File: src/rtl/serial_arith_pkg.sv
// ---------------------------------------------------------------------------
// serial_arith_pkg
//
// Purpose:
//   Shared definitions for the bit-serial arithmetic blocks. It holds the
//   handshake/sequencing state type and the default operand width.
//
// Contents:
//   DEFAULT_WIDTH  default operand/result width in bits
//   sub_state_t    IDLE (accepting operands), SHIFT (one bit per cycle),
//                  DONE (result held until the consumer takes it)
// ---------------------------------------------------------------------------
package serial_arith_pkg;

  localparam int DEFAULT_WIDTH = 4;

  typedef enum logic [1:0] {
    IDLE  = 2'd0,
    SHIFT = 2'd1,
    DONE  = 2'd2
  } sub_state_t;

endpackage : serial_arith_pkg

File: src/rtl/full_subtractor_dataflow.sv
// ---------------------------------------------------------------------------
// full_subtractor_dataflow
//
// Purpose:
//   One-bit full subtractor cell, pure dataflow. It computes
//   a - b - borrow_in for a single bit position. It is the subtracting twin
//   of the ripple-adder full-adder cell.
//
// Ports:
//   a           input   minuend bit
//   b           input   subtrahend bit
//   borrow_in   input   borrow from the next lower bit
//   diff        output  difference bit
//   borrow_out  output  borrow into the next higher bit
// ---------------------------------------------------------------------------
module full_subtractor_dataflow
  import serial_arith_pkg::*;
(
  input  logic a,
  input  logic b,
  input  logic borrow_in,
  output logic diff,
  output logic borrow_out
);

  // A borrow is generated when a=0 and b=1. An incoming borrow is passed
  // through when a and b are equal, because then a-b is zero and the
  // borrow has to ripple onward.
  assign diff       = a ^ b ^ borrow_in;
  assign borrow_out = (~a & b) | (~(a ^ b) & borrow_in);

endmodule : full_subtractor_dataflow

File: src/rtl/serial_subtractor.sv
// ---------------------------------------------------------------------------
// serial_subtractor
//
// Purpose:
//   Bit-serial two's-complement subtractor. It computes a - b - borrow_in
//   over WIDTH cycles using a single full-subtractor cell and one registered
//   borrow. Operands are captured on an input valid/ready handshake. The
//   result is presented on an output valid/ready handshake. A new operation
//   is accepted only after the previous result has been taken.
//
// Parameters:
//   WIDTH       operand and result width in bits (>= 2)
//
// Ports:
//   clk         input   rising-edge clock
//   rst_n       input   asynchronous active-low reset
//   in_valid    input   a/b/borrow_in are valid
//   in_ready    output  block can accept operands (high in IDLE)
//   a           input   minuend
//   b           input   subtrahend
//   borrow_in   input   borrow into bit 0
//   out_valid   output  diff/borrow_out/overflow are valid (high in DONE)
//   out_ready   input   consumer accepts the result
//   diff        output  a - b - borrow_in modulo 2^WIDTH
//   borrow_out  output  borrow out of the MSB (unsigned a < b + borrow_in)
//   overflow    output  signed overflow of the subtraction
// ---------------------------------------------------------------------------
module serial_subtractor
  import serial_arith_pkg::*;
#(
  parameter int WIDTH = DEFAULT_WIDTH
) (
  input  logic             clk,
  input  logic             rst_n,
  input  logic             in_valid,
  output logic             in_ready,
  input  logic [WIDTH-1:0] a,
  input  logic [WIDTH-1:0] b,
  input  logic             borrow_in,
  output logic             out_valid,
  input  logic             out_ready,
  output logic [WIDTH-1:0] diff,
  output logic             borrow_out,
  output logic             overflow
);

  localparam int               IDX_W    = (WIDTH > 1) ? $clog2(WIDTH) : 1;
  localparam logic [IDX_W-1:0] LAST_IDX = IDX_W'(WIDTH - 1);

  sub_state_t       state_q;
  sub_state_t       state_d;

  logic [WIDTH-1:0] a_q;
  logic [WIDTH-1:0] b_q;
  logic             br_q;
  logic [IDX_W-1:0] idx_q;

  logic             cell_a;
  logic             cell_b;
  logic             cell_diff;
  logic             cell_borrow;

  logic             capture;
  logic             last_bit;
  logic             release_result;

  // Handshake qualifiers. in_ready and out_valid come only from the state
  // register. This keeps in_valid and out_ready off any combinational path
  // to the handshake outputs.
  assign in_ready       = (state_q == IDLE);
  assign out_valid      = (state_q == DONE);
  assign capture        = in_ready & in_valid;
  assign last_bit       = (state_q == SHIFT) && (idx_q == LAST_IDX);
  assign release_result = out_valid & out_ready;

  // The single subtractor cell is fed by the captured operand bits at the
  // current index. The registered borrow carries between cycles.
  assign cell_a = a_q[idx_q];
  assign cell_b = b_q[idx_q];

  full_subtractor_dataflow u_cell (
    .a          (cell_a),
    .b          (cell_b),
    .borrow_in  (br_q),
    .diff       (cell_diff),
    .borrow_out (cell_borrow)
  );

  // State register.
  always_ff @(posedge clk or negedge rst_n) begin
    if (!rst_n) begin
      state_q <= IDLE;
    end else begin
      state_q <= state_d;
    end
  end

  // Next-state logic. SHIFT lasts exactly WIDTH cycles and leaves after
  // the MSB has been processed. DONE waits for the consumer.
  always_comb begin
    state_d = state_q;
    case (state_q)
      IDLE: begin
        if (capture) begin
          state_d = SHIFT;
        end
      end
      SHIFT: begin
        if (last_bit) begin
          state_d = DONE;
        end
      end
      DONE: begin
        if (release_result) begin
          state_d = IDLE;
        end
      end
      default: begin
        state_d = IDLE;
      end
    endcase
  end

  // Operand capture and serial datapath. Operands are copied into local
  // registers at capture, so later changes on a/b have no effect. The
  // borrow register is seeded with borrow_in. The result registers change
  // only while shifting, so they stay stable in DONE under backpressure.
  // The final borrow and the overflow flag are registered on the MSB edge.
  // The MSB difference bit is still combinational at that point, so the
  // overflow flag uses the cell output directly.
  always_ff @(posedge clk or negedge rst_n) begin
    if (!rst_n) begin
      a_q        <= '0;
      b_q        <= '0;
      br_q       <= 1'b0;
      idx_q      <= '0;
      diff       <= '0;
      borrow_out <= 1'b0;
      overflow   <= 1'b0;
    end else begin
      if (capture) begin
        a_q   <= a;
        b_q   <= b;
        br_q  <= borrow_in;
        idx_q <= '0;
      end else if (state_q == SHIFT) begin
        diff[idx_q] <= cell_diff;
        br_q        <= cell_borrow;
        idx_q       <= idx_q + 1'b1;
        if (last_bit) begin
          borrow_out <= cell_borrow;
          overflow   <= (a_q[WIDTH-1] ^ b_q[WIDTH-1]) &
                        (cell_diff ^ a_q[WIDTH-1]);
        end
      end
    end
  end

endmodule : serial_subtractor
File: config.mk
export PLATFORM = sky130hd
export DESIGN_NAME = serial_subtractor
export DESIGN_NICKNAME = d
export VERILOG_FILES = /design/src/rtl/serial_arith_pkg.sv /design/src/rtl/full_subtractor_dataflow.sv /design/src/rtl/serial_subtractor.sv
export SDC_FILE = /design/constraint.sdc
export NUM_CORES = 1
export LEC_CHECK = 0
export ABC_AREA = 1
export BUFFER_PORTS_ARGS = -buffer_cell sky130_fd_sc_hd__buf_2
export CORE_MARGIN = 2
export CORE_UTILIZATION = 30
export DETAILED_ROUTE_END_ITERATION = 12
export HOLD_SLACK_MARGIN = 0.02
export PLACE_DENSITY = 0.5
export SYNTH_ARGS = -nofsm -noshare
export SYNTH_HDL_FRONTEND = slang
export SYNTH_SLANG_ARGS = --single-unit
File: constraint.sdc
create_clock -name clk -period 1.8 [get_ports clk]
set_input_delay 0.36 -clock clk [delete_from_list [all_inputs] [get_ports clk]]
set_output_delay 0.36 -clock clk [all_outputs]
set_load 0.01 [all_outputs]
# Word level (Yosys, flattened, before mapping)
# Index checks and enable logic that the tools add are counted.
[classes] addsub=1 muxes=15 bitwise_logic=13 n_lt_le_gt_ge=2 reduce_logical=7 n_eq_ne=6
[ops] cell="2-to-1 mux 2 bit" count=5
[ops] cell="one-hot mux 2 bit (3 select lines)" count=1
[ops] cell="AND reduction 3 bit" count=2
[ops] cell="AND 1 bit" count=5
[ops] cell="2-to-1 mux 1 bit" count=5
[ops] cell="binary-select mux 1 bit (select 2 bit)" count=2
[ops] cell="bitwise mux 4 bit" count=1
[ops] cell="== test 2 bit, second input constant" count=2
[ops] cell="inequality test 2 x 1 -> 1 bit, second input constant" count=2
[ops] cell="XOR 1 bit" count=4
[ops] cell="less-than comparator 2 x 3 -> 1 bit, second input constant" count=1
[ops] cell="NOT 1 bit" count=3
[ops] cell="adder 2 x 1 -> 2 bit, second input constant" count=1
[ops] cell="demux 1 bit (select 2 bit)" count=1
[ops] cell="== test 2 x 1 -> 1 bit, second input constant" count=1
[ops] cell="greater-or-equal comparator 2 x 1 -> 1 bit, second input constant" count=1
[ops] cell="logical AND 1 bit" count=2
[ops] cell="zero test 2 bit" count=1
[ops] cell="inequality test 2 bit, second input constant" count=1
[ops] cell="AND reduction 2 bit" count=1
[ops] cell="nonzero test 2 bit" count=1
[ops] cell="bitwise OR 1 bit" count=1
[word_totals] inputBits=13 word_cells=52 register_bits=19 output_inout_bits=8

# Longest topological paths before layout
# Gate-level depths: netlist of run 1.
[depth] word_depth=8 mapped_depth=10 ltp_nobuf=10

# Cells and area by module
# From an unflattened synthesis of run 1, not the netlist that was laid out.
[unflattened] hier_cells=112 area_unflattened_um2=935.9
[by_module_without_submodules] mod="serial_subtractor" area_each_um2=904.6 n_inst=1 cells_per_inst=108 seq_area_each_um2=475.5
[by_module_without_submodules] mod="full_subtractor_dataflow" area_each_um2=31.3 n_inst=1 cells_per_inst=4 seq_area_each_um2=0.0

# Worst setup path before layout of run 1
# OpenSTA, ideal clock, no wires.
[synth_path] path_kind="flip-flop to flip-flop" startpoint="register idx_q[0]" endpoint="register overflow" path_buffers=0 setup_time_ns=0.116 period_less_slack_ns=1.719 stages_incl_launch_ff=10 t_required_ns=1.684 arrival_time_ns=1.603 slack_ns=0.081 path_cell_list="dfrtp_1 > inv_1 > o211ai_1 > nand2_1 > fa_1 > inv_1 > nand3_1 > nand2_1 > nand2_1 > nand2_1"
[synth_via] elab_chain_cells=6 elab_cells_between_ends=11 cone_classes="1 x eq/ne; 4 x mux; 4 x bitwise; 2 x reduce/logical"
[synth_rtl] element="from (decl)" line="serial_subtractor.sv:56" source="logic [IDX_W-1:0] idx_q;"
[synth_rtl] element="from (signal assigned)" line="serial_subtractor.sv:149" source="idx_q <= idx_q + 1'b1;"
[synth_rtl] element="binary-select mux 1 bit (select 2 bit) (on tied branches)" line="serial_subtractor.sv:78, serial_subtractor.sv:79"
[synth_rtl] element="2-to-1 mux 1 bit (on tied branches)" line="serial_subtractor.sv:78, serial_subtractor.sv:79"
[synth_rtl] element="XOR 1 bit (*) (2 in a row)" line="full_subtractor_dataflow.sv:29" source="assign diff = a ^ b ^ borrow_in;"
[synth_rtl] element="net cell_diff" line="serial_subtractor.sv:60" source="logic cell_diff;"
[synth_rtl] element="XOR 1 bit (*)" line="serial_subtractor.sv:153" source="(cell_diff ^ a_q[WIDTH-1]);"
[synth_rtl] element="AND 1 bit (*)" line="serial_subtractor.sv:152" source="overflow <= (a_q[WIDTH-1] ^ b_q[WIDTH-1]) &"
[synth_rtl] element="to (signal assigned)" line="serial_subtractor.sv:152"
[synth_rtl] element="to (decl)" line="serial_subtractor.sv:44" source="output logic overflow"
# Mark *: on every way through the listed nets, which the timed path passes. The rest lies on a longest branch. The select of a mux whose other input is x is not followed.
# A chain may end at the register's enable or synchronous reset.

# Worst setup path in the final report of run 1
# Same ends and word-level chain as after synthesis.

==> metrics.txt, run 1 <==
Design Area, Final=1137 um^2; register area share after synthesis=51.21%; GRT Max-Usage Layer=met2; Hold Crit Depth=2; fin util=37.88%; FP Rows=20; # nets final=158; WS Path Type=flop to flop; Slew HR=71.02%; largest net degree at the start of global routing=20; Area Overhead vs Synth=22.51%; initial DRC count=32; Synth cell types=16; DIE WIDTH=59.63 um; power consumption=2.058 mW; post-route ant nets=0; final hold slack=221.8 ps; leakage=0.6219 nW; area occupied by multi-input gates=399.1 um^2; Worst R2R Setup Slack=140 ps; Tightest Hold Check Type=input pin to flop; count of final max-slew check failures=0; max_cap viols=0; drc violations=0; number of antenna violations at the first check in global routing=0; register area=476.7 um^2; Crit path max-delay family=adder cells; minimum clock period=1657 ps; DIE AREA=3556 um^2; Max Fclk=603.4 MHz; Hold Vio Cnt, Final=0; CTS tree=built; most frequent cells in the layout=43 x nand2_1, 20 x buf_2, 18 x dfrtp_1; Initial Util=30.92%; CP max stage cell=fa_1; clock sinks=19; worst clock skew=8.551 ps; r2r worst-path depth=10; PwrDens=1809 nW/um^2; area leader, netlist=dfrtp_1; Post-Syn Area=928.4 um^2; Routed Wire Length=1.960 mm; Core Footprint=3003 um^2; Root Buffer Master=clkbuf_4; hold endpoint=state_q[1]; slowest stage delay, CP=540 ps; pin slew with the least headroom to its limit=434.7 ps; vias in the first global route=711; layout cells sized above 1=25.90%; crit path DAT=1860 ps; Final HPWL DP=1.491 mm; Cells after Synth=111; Vias=774; drt first pass iters=4; met1 Track Usage GR=16.82%; # diodes=0; CTS Buffer Depth=2; worst vdd ir=552.1 uV; met3 Use GR=2.620%; met2 GRT Util=20.09%; worst path required time=2010 ps; placed instance count=166; Clock H-tree levels=1; largest cells by area after synthesis=dfrtp_1 51%, nand2_1 17%, nand3_1 7.5%, ha_1 5.4%, inv_1 4.0%; post-route insts no fill=172; Critical Path Start=idx_q[0]; final setup margin=142.8 ps; via/cell ratio=4.500; fin crit share=92.06%; Crit Reg-Reg Endpoint=overflow; Clk Latency, worst-skew pair=300 ps; Synth Register Bits=19; total CTS buffers=3; overall routing resource usage=12.62%; RSZ-0062 raised after global routing=false; first-pass GRT wire length=3.298 mm; crit path launch type=flop; Die Height=59.63 um; area share of the largest cell type after synthesis=51.21%; Filler Cells Inserted=336; Syn. warnings=0; most common cell after layout, fill and taps aside=nand2_1; worst slack, placed=49.62 ps; final setup violation count=0; GP Congestion=0.7724; reg2reg start=idx_q[0]; HP Start=out_ready; Synth Area per Inst=8.364 um^2; status=finished clean; total congestion overflow=0; Port Buffers=20; Cell Area, Placed=1087 um^2; CP Max Fanout=5; Routed WL per cell=11.40 um; I/O pin total=21; CTS clock-pin slew for the worst setup and hold paths=110 ps; Worst Path Buf+Inv=2; total negative slack=0 ps; Mapped Nets=129; CP endpoint kind=flop; cells along the critical path=buf_6 > nand2_1 > nand3_1 > nand2_1 > fa_1 > inv_2 > nand3_1 > nand2_1 > nand2_1 > nand2_1; most frequent CP cell=nand2_1
timing repair:
item	4_1_cts	5_1_grt
endpoints found under the setup margin	0	4
gates resized for setup	0	4
setup buffers	0	1
hold endpoints to repair	19	0
hold buffers	1	0
sequential cells by signal, summed over array words and instances (netlist names):
register and cells:
diff 4, overflow 1, br_q 1, a_q 4, idx_q 2, borrow_out 1, state_q 2, b_q 4
area by class of cell:
class,count,share of cell area (%)
Clock buffer,3,1.980
Sequential cell,19,41.91
Tap cell,33,3.630
Timing Repair Buffer,26,13.31
Multi-Input combinational cell,79,35.09
Clock inverter,1,0.4400
Inverter,11,3.630
worst max-delay path by stage:
stage | endpoint | cells past startpoint
final | overflow | 10
after global routing | overflow | 10
after CTS | overflow | 10
after detailed placement | overflow | 10
after global placement | overflow | 10
after floorplan | overflow | 9
cell usage after synthesis, drive strengths merged:
cell type	instances
buf	2
dfrtp	19
fa	1
ha	4
inv	11
nand2	45
nand3	14
nor2	4
o211ai	2
o21ai	8
o31ai	1
kinds of logic after synthesis:
group / count (synthesis) / share of synthesized area, %
AOI/OAI and AO/OA: 11 / 6.737
DFF: 19 / 51.21
adders and majority gates: 5 / 7.547
buffers and inverters: 13 / 5.795
and+or+nand+nor: 63 / 28.71
power by group:
part	switching, mW	internal, mW	total (mW)
sequential	0.149	0.629	0.778
clock	0.133	0.0828	0.215
combinational	0.632	0.433	1.06
routing by layer:
| metal | wire [um] | vias to the layer above |
|---|---|---|
| met2 | 892 | 19 |
| met3 | 78 | 2 |
| met5 | 0 | - |
| met1 | 976 | 345 |
| met4 | 12 | 0 |
| li1 | - | 408 |
Note: power is estimated with default switching activity, not from simulation.
==> inputs of run 2 (changes only) <==
Settings changed: CELL_PAD_IN_SITES_DETAIL_PLACEMENT from default to 0, CELL_PAD_IN_SITES_GLOBAL_PLACEMENT from default to 2, PLACE_DENSITY 0.5 to 0.75.
Clock period 1.8 ns to 2.1 ns, I/O delays scaled along.
==> run 2 against run 1 <==
  * Clock power down 9.8%
  * Non-clock buffer count is 5 lower
  * Maximum frequency shrank 11%
  * Register-to-register slack better by 90 ps
  * Critical endpoint unchanged
  * Largest cell class unchanged
  * Highest routed layer unchanged
==> metrics.txt, run 2 (synthesis results as in run 1) <==
placed instance count=163 (-1.8%); Tightest Hold Check Type=input pin to async pin; Resized cells post-CTS=0 (unchanged); post-route insts no fill=167 (-2.9%); CTS tree=built; Max Fclk=536.4 MHz (-11%); # nets final=153 (-3.2%); FP Rows=20 (unchanged); Hold Buf Count CTS=0 (-1); combinational share of power=48.5% (-3.2 points); Crit Reg-Reg Endpoint=overflow; max_cap viols=0 (unchanged); crit path launch type=flop; fin crit share=88.77% (-3.3 points); clock sinks=19 (unchanged); drt first pass iters=5 (+1); PwrDens=1553 nW/um^2 (-14%); GP Congestion=0.7542 (-2.4%); I/O pin total=21 (unchanged); worst clock skew=5.551 ps (-3.000 ps); Sw Share=45.56% (+1.2 points); Post-CTS Setup Inserts=0 (unchanged); final setup violation count=0 (unchanged); count of final max-slew check failures=0 (unchanged); most frequent cells in the layout=43 x nand2_1, 20 x buf_2, 19 x dfrtp_1; Vias=780 (+0.78%); Clock H-tree levels=1 (unchanged); Worst R2R Setup Slack=240 ps (+90 ps); layout cells sized above 1=20.90% (-5.0 points); total congestion overflow=0 (unchanged); # diodes=0 (unchanged); largest net degree at the start of global routing=20 (unchanged); net switching power=0.7720 mW (-15%); minimum clock period=1864 ps (+207.1 ps); CTS clock-pin slew for the worst setup and hold paths=120 ps (about the same); Pint=0.9225 mW (-19%); reg2reg start=idx_q[0]; most common cell after layout, fill and taps aside=nand2_1; Die Height=59.63 um (unchanged); number of antenna violations at the first check in global routing=0 (unchanged); overall routing resource usage=13.17% (+0.54 points); total negative slack=0 ps (unchanged); Largest regs=a_q (4), b_q (4), diff (4); DIE AREA=3556 um^2 (unchanged); worst vdd ir=383.7 uV (-31%); Final HPWL DP=1.483 mm (-0.49%); Hold Vio Cnt, Final=0 (unchanged); r2r worst-path depth=9 (-1); CP endpoint kind=flop; post-route ant nets=0 (unchanged); Root Buffer Master=clkbuf_4; WS Path Type=flop to flop; Routed Wire Length=1.973 mm (+0.66%); total CTS buffers=3 (unchanged); via/cell ratio=4.671 (+3.8%); vias in the first global route=749 (+5.3%); crit path DAT=2070 ps (+210 ps); clock group share of total power=11.5% (+1.0 points); sequential share of power=40.0% (+2.2 points); Routed WL per cell=11.81 um (+3.7%); Clk Latency, worst-skew pair=300 ps (about the same); leakage=0.5975 nW (-3.9%); initial DRC count=28 (-13%); pin slew with the least headroom to its limit=422.7 ps (-12.01 ps); CP Max Fanout=9 (+4); worst path required time=2310 ps (+300 ps); Core Footprint=3003 um^2 (unchanged); Area Overhead vs Synth=17.52%; RSZ-0062 raised after global routing=false; DIE WIDTH=59.63 um (unchanged); status=finished clean; first-pass GRT wire length=3.498 mm (+6.1%); Port Buffers=20 (unchanged); Initial Util=30.92% (unchanged); CTS Buffer Depth=2 (unchanged); Slew HR=71.52% (+0.50 points); drc violations=0 (unchanged)
==> run 2: changes by cell type in the layout (fill, tap and decap cells not counted) <==
| cell | delta |
|---|---|
| buf_4 | -3 |
| buf_6 | -1 |
| clkbuf_1 | +1 |
| clkinv_2 | -1 |
| dfrtp_1 | +1 |
| dfrtp_2 | -1 |
| dlygate4sd3_1 | -1 |
| inv_1 | +2 |
| inv_2 | -2 |
==> run 2: power by group through the flow <==
stage / Sequential, mW / Clock (mW) / Combinational, mW
floorplan: 0.675 / 0 / 0.593
global placement: 0.681 / 0 / 0.834
detailed placement: 0.687 / 0 / 0.835
CTS: 0.679 / 0.200 / 0.846
global route: 0.709 / 0.211 / 0.989
finish: 0.678 / 0.194 / 0.822
==> run 2: critical path, cell delays in order, from the launching register on <==
cell and delay (ps):
dfrtp_1 490, inv_1 160, o211ai_1 180, nand2_1 90, fa_1 530, inv_1 90
nand3_1 90, nand2_1 50, nand2_1 50, nand2_1 40
==> run 2: through the flow <==
step                util, %  power (mW)  worst slack (ps)  hold slack, ps  instance area (um^2)
finish                36.33       1.695             235.7           34.20                  1091
global route          36.33       1.910             49.90           62.49                  1091
CTS                   36.33       1.725             203.6           57.29                  1091
detailed placement    35.46       1.522             217.3           388.2                  1065
global placement      35.46       1.516             277.5           381.7                  1065
floorplan                 -       1.269             380.9           124.4                 928.4
==> run 2: worst max path at each step <==
stage / start / end / slack [ps] / cells past startpoint
final: idx_q[0] / overflow / 240 / 9
after global routing: idx_q[0] / overflow / 50 / 9
after CTS: idx_q[0] / overflow / 200 / 9
after detailed placement: idx_q[0] / overflow / 220 / 9
after global placement: idx_q[0] / overflow / 280 / 9
after floorplan: idx_q[0] / overflow / 380 / 9
==> run 2: per-layer routing <==
metal / part of all wire, % / wire length [um] / vias to the layer above / GRT usage [%]
li1: - / - / 397 / -
met1: 49 / 976 / 357 / 18.72
met2: 45 / 892 / 22 / 19.78
met3: 4.4 / 86 / 4 / 2.620
met4: 0.91 / 18 / 0 / 4.762
met5: 0 / 0 / - / 0
==> run 2: area by class of cell <==
cell class / count / area [um^2]
Tap cell: 33 / 41.29
Multi-Input combinational cell: 79 / 399.1
Timing Repair Buffer: 21 / 107.6
Sequential cell: 19 / 475.5
Clock buffer: 4 / 26.28
Fill cell: 333 / 1912
Inverter: 11 / 41.29
